===== config.mk =====
export PLATFORM = sky130hd
export DESIGN_NAME = add_sub_serial_ovf
export DESIGN_NICKNAME = d
export VERILOG_FILES = /design/src/rtl/add_sub_serial_ovf.sv
export SDC_FILE = /design/constraint.sdc
export NUM_CORES = 1
export LEC_CHECK = 0
export ABC_AREA = 1
export CAP_MARGIN = 20
export CORE_MARGIN = 3
export CORE_UTILIZATION = 45
export DETAILED_ROUTE_END_ITERATION = 16
export PLACE_DENSITY = 0.68
export SLEW_MARGIN = 20
export SYNTH_ARGS = -nofsm -noshare
export SYNTH_HDL_FRONTEND = slang
export SYNTH_SLANG_ARGS = --single-unit
export TNS_END_PERCENT = 20

===== constraint.sdc =====
create_clock -name CLOCK_50 -period 3.5 [get_ports CLOCK_50]
set_input_delay 1.05 -clock CLOCK_50 [delete_from_list [all_inputs] [get_ports CLOCK_50]]
set_output_delay 1.05 -clock CLOCK_50 [all_outputs]
set_load 0.1 [all_outputs]

===== src/rtl/add_sub_serial_ovf.sv =====
// Digit-serial two's-complement adder/subtractor, LSB-first, DIGIT bits per clock.
// Result, carry and signed-overflow flags are registered and held until the next completion.
module add_sub_serial_ovf #(
  parameter int unsigned WIDTH = 8,
  parameter int unsigned DIGIT = 1
) (
  input  logic             CLOCK_50,
  input  logic             RST,
  input  logic             START,
  input  logic             SUB,
  input  logic [WIDTH-1:0] A,
  input  logic [WIDTH-1:0] B,
  input  logic             CLR_STICKY,
  output logic             READY,
  output logic             DONE,
  output logic [WIDTH-1:0] RESULT,
  output logic             COUT,
  output logic             OVF,
  output logic             OVF_STICKY
);

  localparam int unsigned N  = WIDTH / DIGIT;
  localparam int unsigned CW = (N > 1) ? $clog2(N) : 1;
  localparam int unsigned DW = DIGIT + 1;

  typedef enum logic [1:0] {StIdle, StRun, StDone} state_e;

  state_e           state_q, state_d;
  logic [WIDTH-1:0] a_q, b_q, sr_q, result_q;
  logic [CW-1:0]    cnt_q;
  logic             carry_q, cout_q, ovf_q, sticky_q;

  logic [DW-1:0]    sum;
  logic [WIDTH-1:0] sr_next;
  logic             cin_msb, last, ovf_new;

  always_comb begin
    sum = DW'(a_q[DIGIT-1:0]) + DW'(b_q[DIGIT-1:0]) + DW'(carry_q);
    // Sum bit = a ^ b ^ cin, so the carry into the top bit of the digit falls out directly.
    cin_msb = sum[DIGIT-1] ^ a_q[DIGIT-1] ^ b_q[DIGIT-1];
    last    = (cnt_q == CW'(N - 1));
    ovf_new = cin_msb ^ sum[DIGIT];
    sr_next = (sr_q >> DIGIT) | (WIDTH'(sum[DIGIT-1:0]) << (WIDTH - DIGIT));
  end

  always_comb begin
    state_d = state_q;
    unique case (state_q)
      StIdle:  if (START) state_d = StRun;
      StRun:   if (last) state_d = StDone;
      StDone:  state_d = StIdle;
      default: state_d = StIdle;
    endcase
  end

  always_ff @(posedge CLOCK_50) begin
    if (RST) begin
      state_q  <= StIdle;
      a_q      <= '0;
      b_q      <= '0;
      sr_q     <= '0;
      cnt_q    <= '0;
      carry_q  <= 1'b0;
      result_q <= '0;
      cout_q   <= 1'b0;
      ovf_q    <= 1'b0;
      sticky_q <= 1'b0;
    end else begin
      state_q <= state_d;
      if (state_q == StIdle && START) begin
        a_q     <= A;
        b_q     <= B ^ {WIDTH{SUB}};
        carry_q <= SUB;
        cnt_q   <= '0;
        sr_q    <= '0;
      end else if (state_q == StRun) begin
        a_q     <= a_q >> DIGIT;
        b_q     <= b_q >> DIGIT;
        carry_q <= sum[DIGIT];
        cnt_q   <= cnt_q + CW'(1);
        sr_q    <= sr_next;
        if (last) begin
          result_q <= sr_next;
          cout_q   <= sum[DIGIT];
          ovf_q    <= ovf_new;
        end
      end
      // A completing overflow wins over a simultaneous clear.
      if (state_q == StRun && last && ovf_new) sticky_q <= 1'b1;
      else if (CLR_STICKY)                     sticky_q <= 1'b0;
    end
  end

  assign READY      = (state_q == StIdle);
  assign DONE       = (state_q == StDone);
  assign RESULT     = result_q;
  assign COUT       = cout_q;
  assign OVF        = ovf_q;
  assign OVF_STICKY = sticky_q;

endmodule


==> results.sh <==
export IMPL_critical_path_cell_chain="clkdlybuf4s50_1 -> buf_4 -> inv_2 -> nand2_1 -> a21oi_1"
export IMPL_crit_buf_inv=3
export IMPL_synth_compound_gate_area_share_pct=8.38
export IMPL_crit_cells=5
export IMPL_layout_core_utilization_pct=60.0
export IMPL_finalHoldWorstSlack_ns=0.467
export IMPL_regToRegSetupSlack_ns=1.86
export IMPL_share_clk_of_total_power_pct=30.8
export IMPL_p_leak_uw=0.000951
export IMPL_dieWidth_um=67.8
export IMPL_worst_ep_required_time_ns=3.71
export IMPL_power_density_cell_area_mw_per_mm2=416
export IMPL_gpl_final_weighted_congestion=0.746
export IMPL_tightest_slew_ns=0.664
export IMPL_insertedDiodeCount=0
export IMPL_peak_ir_drop_on_the_vdd_network_mv=0.255
export IMPL_synth_ff_latch_count=40
export IMPL_drc_errors=0
export IMPL_wire_per_inst_um=11.4
export IMPL_power_share_sequential_pct=55.1
export IMPL_postCtsSetupBuffers=0
export IMPL_num_nets_final=294
export IMPL_seqCellArea_sq_um=801
export IMPL_grt_total_usage_pct=17.7
export IMPL_drt_iter0_markers=109
export IMPL_dieArea_sq_mm=0.00459
export IMPL_synth_largest_area_cell="sky130_fd_sc_hd__dfxtp_1"
export IMPL_finalWirelength_um=3590
export IMPL_timing_final_setup_violations=0
export IMPL_fill_cell_count=367
export IMPL_pre_repair_dr_iteration_count=4
export IMPL_synth_yosys_warnings=0
export IMPL_cts_repair_resized=0
export IMPL_grt_remaining_overflow=0
export IMPL_detailroute_via_count=1527
export IMPL_hpwlAfterDp_um=2440
export IMPL_critical_path_arrival_ns=2.42
export IMPL_syn_nets=261
export IMPL_core_area_sq_mm=0.00349
export IMPL_fmax_ghz=0.452
export IMPL_synth_top_family_by_area="simple AND/OR/NAND/NOR gates"
export IMPL_synth_sequential_area_ratio_pct=46.6
export IMPL_outcome="complete, no violations"
export IMPL_synth_most_common_cell="sky130_fd_sc_hd__nand2_1"
export IMPL_crit_path_max_fanout=19
export IMPL_internal_power_uw=649
export IMPL_clock_root_buffer="sky130_fd_sc_hd__clkbuf_8"
export IMPL_ctsHtreeMaxLevel=2
export IMPL_yosys_area_share_adder_pct=2.62
export IMPL_async_s_r_ff_share_synth_pct=0
export IMPL_via_per_inst=4.86
export IMPL_tritoncts="yes"
export IMPL_start_kind="input port"
export IMPL_total_power_uw=873
export IMPL_start_util_pct=49.2
export IMPL_critical_path_top_delay_family="buffers and inverters"
export IMPL_grt_max_degree=25
export IMPL_synth_area_leaders="sky130_fd_sc_hd__dfxtp_1, sky130_fd_sc_hd__nand2_1, sky130_fd_sc_hd__nand3_1, sky130_fd_sc_hd__xor2_1, sky130_fd_sc_hd__a21oi_1"
export IMPL_clock_tree_buffer_depth=2
export IMPL_clock_insertion_delay_worst_skew_ns=0.29
export IMPL_end_kind="flop"
export IMPL_syn_inst=237
export IMPL_synth_xor_area_share_pct=4.59
export IMPL_hp_class="flop to flop"
export IMPL_min_period_ns=2.21
export IMPL_reg2reg_depth=9
export IMPL_combPwrFrac_pct=14.1
export IMPL_clock_transition_at_the_registers_of_the_reported_paths_ns=0.07
export IMPL_timing_setup_critical_path_class="input port to flop"
export IMPL_synth_edff_count=0
export IMPL_tns_ns=0
export IMPL_die_height_um=67.8
export IMPL_power_switching_uw=224
export IMPL_multiInputGateArea_sq_um=786
export IMPL_drive_above_1_share_pct=10.8
export IMPL_crit_slowest_cell="sky130_fd_sc_hd__clkdlybuf4s50_1"
export IMPL_cap_viol_max_count=0
export IMPL_yosys_mux_area_fraction_pct=0
export IMPL_crit_path_max_incr_delay_ns=0.40
export IMPL_skew_ns=0.00370
export IMPL_most_common_flop_cell_mapped_by_yosys="sky130_fd_sc_hd__dfxtp_1"
export IMPL_synth_commonest_cells="sky130_fd_sc_hd__nand2_1, sky130_fd_sc_hd__dfxtp_1, sky130_fd_sc_hd__inv_1, sky130_fd_sc_hd__nand3_1, sky130_fd_sc_hd__a21oi_1"
export IMPL_buffer_ports_inserted=33
export IMPL_antenna_violations_before_repair=0
export IMPL_grt_first_pass_wirelength_um=6130
export IMPL_floorplan_io_pins=34
export IMPL_synth_top_cell_area_share_pct=46.6
export IMPL_layout_worst_path_cycle_share_pct=63.1
export IMPL_synthToLayoutAreaGrowth_pct=22.1
export IMPL_hold_buffers=0
export IMPL_drv_slew=0
export IMPL_cts_buffers=5
export IMPL_synth_simple_gate_area_share_pct=30.2
export IMPL_clkSinkCount=40
export IMPL_post_place_ws_ns=0.977
export IMPL_maxSlewHeadroom_pct=55.7
export IMPL_grt_setup_unrepaired="no"
export IMPL_synth_unique_cells=21
export IMPL_switching_share_pct=25.6
export IMPL_finalHoldViolCount=0
export IMPL_worst_slack_ns=1.29
export IMPL_netlist_area_pre_place_sq_mm=0.00172
export IMPL_syn_mean_instance_area_sq_um=7.25
export IMPL_hold_path_depth=2
export IMPL_grt_pass1_vias=1388
export IMPL_rows=21
export IMPL_number_of_nets_with_antenna_violations_after_detailed_routing=0
-- state kept, by name (all words and copies together), names as in the netlist --
signal / count
a_q: 8
carry_q: 1
RESULT: 8
OVF_STICKY: 1
cnt_q: 3
state_q: 2
COUT: 1
b_q: 8
OVF: 1
sr_q: 7
-- layout make-up --
type / instances / share of cell area, %
Multi-Input combinational cell: 168 / 37.5
Clock buffer: 5 / 3.28
Sequential cell: 40 / 38.2
Timing Repair Buffer: 34 / 14.6
Inverter: 21 / 3.76
Tap cell: 46 / 2.74
-- power groups by stage --
| stage | clock network (uW) | logic [uW] | registers (uW) |
|---|---|---|---|
| floorplan | 0 | 86.2 | 489 |
| global placement | 0 | 122 | 491 |
| detailed placement | 0 | 123 | 491 |
| CTS | 275 | 124 | 481 |
| global route | 290 | 139 | 483 |
| finish | 269 | 123 | 481 |
-- cells in the final DEF, fill, tap and decap left out, types with 8 or more instances in the layout --
cell and n:
sky130_fd_sc_hd__buf_4 14, sky130_fd_sc_hd__nand3_1 16, sky130_fd_sc_hd__inv_1 16, sky130_fd_sc_hd__clkdlybuf4s50_1 20, sky130_fd_sc_hd__a31oi_1 8, sky130_fd_sc_hd__a21oi_1 13
sky130_fd_sc_hd__nand2_1 106, sky130_fd_sc_hd__dfxtp_1 40, sky130_fd_sc_hd__xor2_1 9
-- worst register-to-register path, stage by stage, from the launching register on --
cell and delay [ns]:
sky130_fd_sc_hd__dfxtp_1 0.37, sky130_fd_sc_hd__inv_1 0.10, sky130_fd_sc_hd__fa_1 0.64, sky130_fd_sc_hd__inv_1 0.08
sky130_fd_sc_hd__nand2_1 0.06, sky130_fd_sc_hd__nand2_1 0.05, sky130_fd_sc_hd__nand2_1 0.05, sky130_fd_sc_hd__nand2_1 0.05
sky130_fd_sc_hd__nand2_1 0.07, sky130_fd_sc_hd__a21oi_1 0.06
-- per-stage QoR --
step                instances  cell area, sq um
finish                    314              2100
global route              314              2100
global placement          309              2030
detailed placement        309              2030
CTS                       314              2100
floorplan                 237              1720
-- final timing paths --
kind | end | startpoint
setup / recovery | sr_q[5] | RST
hold / removal | OVF_STICKY | OVF_STICKY
setup reg to reg | OVF | a_q[0]
hold reg to reg | OVF_STICKY | OVF_STICKY
-- cells by family (layout without fill, tap and decap cells) --
| family | after synthesis | in the layout |
|---|---|---|
| XOR/XNOR | 9 | 9 |
| adder cells (fa/ha/maj) | 3 | 3 |
| AND/OR/NAND/NOR | 130 | 130 |
| flip-flops | 40 | 40 |
| buffers and inverters | 29 | 60 |
| AO/OA/AOI/OAI | 26 | 26 |
-- metal layers --
layer | GRT usage [%] | share of wire (%) | vias to the layer above
met2 | 26.7 | 42 | 29
met1 | 23.7 | 51 | 688
li1 | - | - | 800
met5 | 0 | 0 | -
met4 | 7.94 | 2.1 | 0
met3 | 4.66 | 4.7 | 10
Note: power is estimated with default switching activity, not from simulation.
